--- config.mk ---
export PLATFORM = sky130hd
export DESIGN_NAME = serial_to_parallel_rx
export DESIGN_NICKNAME = d
export VERILOG_FILES = /design/src/rtl/phy_pkg.sv /design/src/rtl/serial_to_parallel_rx.sv
export SDC_FILE = /design/constraint.sdc
export NUM_CORES = 1
export LEC_CHECK = 0
export BUFFER_PORTS_ARGS = -buffer_cell sky130_fd_sc_hd__buf_2
export CAP_MARGIN = 40
export CORE_UTILIZATION = 45
export CTS_BUF_LIST = sky130_fd_sc_hd__clkbuf_16
export CTS_CLUSTER_DIAMETER = 100
export DETAILED_ROUTE_END_ITERATION = 8
export GPL_ROUTABILITY_DRIVEN = 0
export PLACE_DENSITY_LB_ADDON = 0.12
export SLEW_MARGIN = 10
export SYNTH_ARGS = -nofsm -noshare
export SYNTH_HDL_FRONTEND = slang
export SYNTH_SLANG_ARGS = --single-unit
--- constraint.sdc ---
create_clock -name clk_8f -period 2.1 [get_ports clk_8f]
set_clock_uncertainty 0.1 [all_clocks]
set_input_delay 0.42 -clock clk_8f [delete_from_list [all_inputs] [get_ports clk_8f]]
set_output_delay 0.42 -clock clk_8f [all_outputs]
set_load 0.01 [all_outputs]
--- src/rtl/phy_pkg.sv ---
`default_nettype none
// ============================================================================
//  Module      : phy_pkg
//  Description : Shared PHY definitions: receiver state encoding, the
//                idle/alignment comma symbol and the byte width.
//  Revision    : 1.0  initial release
// ============================================================================
package phy_pkg;

    // Receiver alignment state machine encoding.
    typedef enum logic [1:0] {
        SEARCH = 2'd0,
        ALIGN  = 2'd1,
        ACTIVE = 2'd2
    } rx_state_t;

    localparam logic [7:0] COMMA_SYM = 8'hBC;
    localparam int         BYTE_W    = 8;

endpackage : phy_pkg
`default_nettype wire

--- src/rtl/serial_to_parallel_rx.sv ---
`default_nettype none
// ============================================================================
//  Module      : serial_to_parallel_rx
//  Description : Receive-side deserializer. Shifts in one bit per clk_8f,
//                locks byte alignment on the comma symbol, enters ACTIVE after
//                ACTIVE_CNT aligned commas, then presents one byte every
//                DATA_W cycles.
//  Ports       : clk_8f    - bit clock, all logic on posedge
//                reset     - synchronous, active-low
//                serial_in - serial data, MSB of each byte first
//                data_out  - recovered byte (held for a full byte period)
//                valid_out - data_out holds a non-comma byte
//                active    - link aligned, ACTIVE state
//  Build macro : RX_IDLE_HOLD_EN - when defined, data_out keeps the last data
//                byte across comma periods; otherwise it is cleared to 0.
//  Revision    : 1.0  initial release
// ============================================================================
module serial_to_parallel_rx
    import phy_pkg::*;
#(
    parameter int                DATA_W     = BYTE_W,
    parameter logic [DATA_W-1:0] COMMA      = DATA_W'(COMMA_SYM),
    parameter int                ACTIVE_CNT = 4
) (
    input  logic              clk_8f,
    input  logic              reset,
    input  logic              serial_in,
    output logic [DATA_W-1:0] data_out,
    output logic              valid_out,
    output logic              active
);

    localparam int CNT_W = $clog2(DATA_W);
    localparam int BC_W  = $clog2(ACTIVE_CNT + 1);

    localparam logic [CNT_W-1:0] C_LAST_BIT   = CNT_W'(DATA_W - 1);
    localparam logic [BC_W-1:0]  C_ACTIVE_CNT = BC_W'(ACTIVE_CNT);

    rx_state_t         r_state;
    rx_state_t         w_state_nxt;
    logic [DATA_W-1:0] r_sr;
    logic [CNT_W-1:0]  r_bit_cnt;
    logic [CNT_W-1:0]  w_bit_cnt_nxt;
    logic [BC_W-1:0]   r_bc_cnt;
    logic [BC_W-1:0]   w_bc_cnt_nxt;
    logic [BC_W-1:0]   w_bc_inc;
    logic [DATA_W-1:0] w_data_nxt;
    logic              w_valid_nxt;
    logic              w_active_nxt;

    // Shift-register contents after this cycle's bit; all decisions look at
    // this so a byte is recognised on the same edge its last bit arrives.
    logic [DATA_W-1:0] w_nxt;
    logic              w_is_comma;
    logic              w_boundary;

    assign w_nxt      = {r_sr[DATA_W-2:0], serial_in};
    assign w_is_comma = (w_nxt == COMMA);
    assign w_boundary = (r_bit_cnt == C_LAST_BIT);
    assign w_bc_inc   = r_bc_cnt + BC_W'(1);

    always_ff @(posedge clk_8f) begin
        if (!reset) begin
            r_state   <= SEARCH;
            r_sr      <= '0;
            r_bit_cnt <= '0;
            r_bc_cnt  <= '0;
            data_out  <= '0;
            valid_out <= 1'b0;
            active    <= 1'b0;
        end else begin
            r_state   <= w_state_nxt;
            r_sr      <= w_nxt;
            r_bit_cnt <= w_bit_cnt_nxt;
            r_bc_cnt  <= w_bc_cnt_nxt;
            data_out  <= w_data_nxt;
            valid_out <= w_valid_nxt;
            active    <= w_active_nxt;
        end
    end

    always_comb begin
        w_state_nxt   = r_state;
        w_bit_cnt_nxt = r_bit_cnt + CNT_W'(1);
        w_bc_cnt_nxt  = r_bc_cnt;
        w_data_nxt    = data_out;
        w_valid_nxt   = valid_out;
        w_active_nxt  = active;

        case (r_state)
            SEARCH: begin
                // Bit position is meaningless until a comma fixes it.
                w_bit_cnt_nxt = r_bit_cnt;
                if (w_is_comma) begin
                    w_bc_cnt_nxt  = BC_W'(1);
                    w_bit_cnt_nxt = '0;
                    w_state_nxt   = ALIGN;
                end
            end

            ALIGN: begin
                if (w_boundary) begin
                    if (w_is_comma) begin
                        w_bc_cnt_nxt = w_bc_inc;
                        if (w_bc_inc == C_ACTIVE_CNT) begin
                            w_state_nxt  = ACTIVE;
                            w_active_nxt = 1'b1;
                        end
                    end else begin
                        w_bc_cnt_nxt = '0;
                        w_state_nxt  = SEARCH;
                    end
                end
            end

            ACTIVE: begin
                // Outputs only change on byte boundaries, so they hold for
                // the whole byte period. No exit except reset.
                if (w_boundary) begin
                    if (!w_is_comma) begin
                        w_data_nxt  = w_nxt;
                        w_valid_nxt = 1'b1;
                    end else begin
                        w_valid_nxt = 1'b0;
`ifdef RX_IDLE_HOLD_EN
                        w_data_nxt  = data_out;
`else
                        w_data_nxt  = '0;
`endif
                    end
                end
            end

            default: begin
                w_state_nxt = SEARCH;
            end
        endcase
    end

endmodule : serial_to_parallel_rx
`default_nettype wire
==> flow_metrics.env <==
export IMPL_setup_violations_final=0
export IMPL_first_pass_iters=4
export IMPL_worstPathRequired_ns=2.18
export IMPL_timing_hold_worst_class="input pin to flop"
export IMPL_hold_ws_ns=0.2868
export IMPL_holdBufCountCts=0
export IMPL_cts_sinks=25
export IMPL_element_type_at_the_critical_path_start="flop"
export IMPL_detailed_place_hpwl_mm=1.475
export IMPL_io_pins=13
export IMPL_die_area_mm2=0.002652
export IMPL_viasPerCell=5.575
export IMPL_area_growth_pct=15.55
export IMPL_synth_edff_count=0
export IMPL_worst_slew_pin_transition_ns=0.4086
export IMPL_number_of_antenna_violations_at_the_first_check_in_global_routing=0
export IMPL_synth_top_area_frac=0.4540
export IMPL_fin_cells=153
export IMPL_mappedNetlistArea_mm2=0.001102
export IMPL_synth_top_flop_cell="dfxtp_1"
export IMPL_portBuffers=12
export IMPL_unrepaired_setup_endpoints_after_global_routing="no"
export IMPL_worstSetupEndpointType="flop"
export IMPL_synth_cells=113
export IMPL_global_route_overflow_total=0
export IMPL_die_h_um=51.50
export IMPL_filler_cell_count=220
export IMPL_tritoncts="done"
export IMPL_timing_setup_tns_ns=0
export IMPL_drive_above_1_share=0.2160
export IMPL_grt_first_pass_wirelength_mm=3.588
export IMPL_power_density_mw_per_mm2=725.4
export IMPL_synth_async_sr_flop_share=0
export IMPL_placement_rows=17
export IMPL_avgRoutedWirePerCell_um=13.80
export IMPL_critical_path_class="flop to flop"
export IMPL_design_final_nets=133
export IMPL_cp_data_arrival_time_ns=1.82
export IMPL_postSynthNetCount=120
export IMPL_grt_max_degree=16
export IMPL_wirelength_mm=2.111
export IMPL_dpl_cell_area_mm2=0.001191
export IMPL_yosysUniqueCellTypes=36
export IMPL_design_area_mm2=0.001274
export IMPL_synthesis_area_per_instance_um2=9.755
export IMPL_maxSlewHeadroom=0.7272
export IMPL_drc=0
export IMPL_final_common_cell="dfxtp_1"
export IMPL_max_clock_path_buffers=2
export IMPL_vdd_ir_drop_max_mv=0.5075
export IMPL_ys_warnings_count=0
export IMPL_path_clk_slew_ns=0.06
export IMPL_post_cts_resized_instances=0
export IMPL_fp_dieW_um=51.50
export IMPL_num_antenna_cells=0
export IMPL_synth_seq_cells=25
export IMPL_insertion_delay_ns=0.26
export IMPL_synth_top_cells_by_area="dfxtp_1, o211ai_1, a21oi_1, nand2_1, ha_1"
export IMPL_route_vias_total=853
export IMPL_max_freq_mhz=572.9
export IMPL_crit_path_max_fanout=4
export IMPL_postRouteAntennaNets=0
export IMPL_post_cts_buffers=0
export IMPL_grt_pass1_vias=769
export IMPL_global_route_usage_total=0.1846
export IMPL_synth_yosys_seq_area_share=0.4540
export IMPL_ctsHtreeMaxLevel=1
export IMPL_drt_first_iter_violations=9
export IMPL_cts_inserted_buffers=3
export IMPL_final_hold_violation_count=0
export IMPL_status="completed"
export IMPL_clock_tree_root_cell="clkbuf_16"
export IMPL_timing_final_max_slew_violations=0
export IMPL_final_core_util=0.5649
export IMPL_synth_top_area_cell="dfxtp_1"
export IMPL_start_util=0.4889
export IMPL_max_cap_violations=0
export IMPL_mostFrequentLayoutCells="dfxtp_1, nand2_1, buf_2, a21oi_1, o211ai_1"
export IMPL_final_period_utilization=0.8312
export IMPL_placeableCoreArea_mm2=0.002255
export IMPL_post_place_cells=149
export IMPL_power_leakage_nw=0.5127
export IMPL_period_minus_slack_ns=1.746
[cell usage after synthesis, types with 2 or more instances]
master,instances
dfxtp_1,25
nand2_1,14
a21oi_1,11
o211ai_1,10
and2_1,7
clkbuf_1,4
ha_1,4
nor2_1,3
a211oi_1,2
buf_2,2
inv_1,2
nand2b_1,2
nor2b_1,2
o21ai_0,2
or4_1,2
[through the flow]
stage | power [mW] | setup WS, ns
floorplan | 0.5000 | 0.5160
global route | 0.9486 | 0.2559
finish | 0.9239 | 0.3545
detailed placement | 0.5077 | 0.3333
global placement | 0.5075 | 0.3648
CTS | 0.9326 | 0.3646
[critical path, cell delays in order, from the launching register on]
cell and delay, ns:
dfxtp_1 0.39, ha_1 0.23, xor2_1 0.23, or4b_4 0.51, a221oi_2 0.21
[logic make-up (layout without fill, tap and decap cells)]
group                    Yosys count  in the layout  synth area share
adder cells (fa/ha/maj)            4              4           0.04540
flip-flops                        25             25            0.4540
buffers and inverters             10             22           0.03631
AO/OA/AOI/OAI                     33             33            0.2168
multiplexers                       1              1           0.01021
XOR/XNOR                           1              1          0.007947
AND/OR/NAND/NOR                   39             39            0.2293
[path summary, 6_finish.rpt]
path | startpoint | cells past startpoint | slack (ns) | end
worst max-delay path | r_bc_cnt[0] | 4 | 0.35 | r_state[1]
worst min-delay path | serial_in | 2 | 0.29 | r_sr[0]
worst max register to register | r_bc_cnt[0] | 4 | 0.35 | r_state[1]
worst min register to register | data_out[6] | 2 | 0.35 | data_out[6]
[area by class of cell]
cell class	instances	area [um^2]	share of cell area
multi-input combinational	78	561.8	0.4411
tap	28	35.03	0.02750
inverter	3	11.26	0.008841
timing repair buffer	15	82.58	0.06483
clock inverter	1	7.507	0.005894
sequential	25	500.5	0.3929
clock buffer	3	75.07	0.05894
[report_power, final]
part           total, mW  internal, mW  switching (mW)
Clock              0.427         0.259           0.169
Sequential         0.480         0.477         0.00323
Combinational     0.0164       0.00631          0.0101
[registers in the layout (all words and copies together), names as in the netlist]
register / cells
r_state: 2
r_bc_cnt: 3
active: 1
r_sr: 7
valid_out: 1
data_out: 8
r_bit_cnt: 3
[routing by layer]
layer / up-vias / GRT usage / part of all wire
li1: 437 / - / -
met1: 404 / 0.2491 / 0.51
met2: 7 / 0.2792 / 0.45
met3: 5 / 0.03509 / 0.016
met4: 0 / 0.09459 / 0.020
met5: - / 0 / 0
No activity file was read; power rests on OpenSTA's default activity.
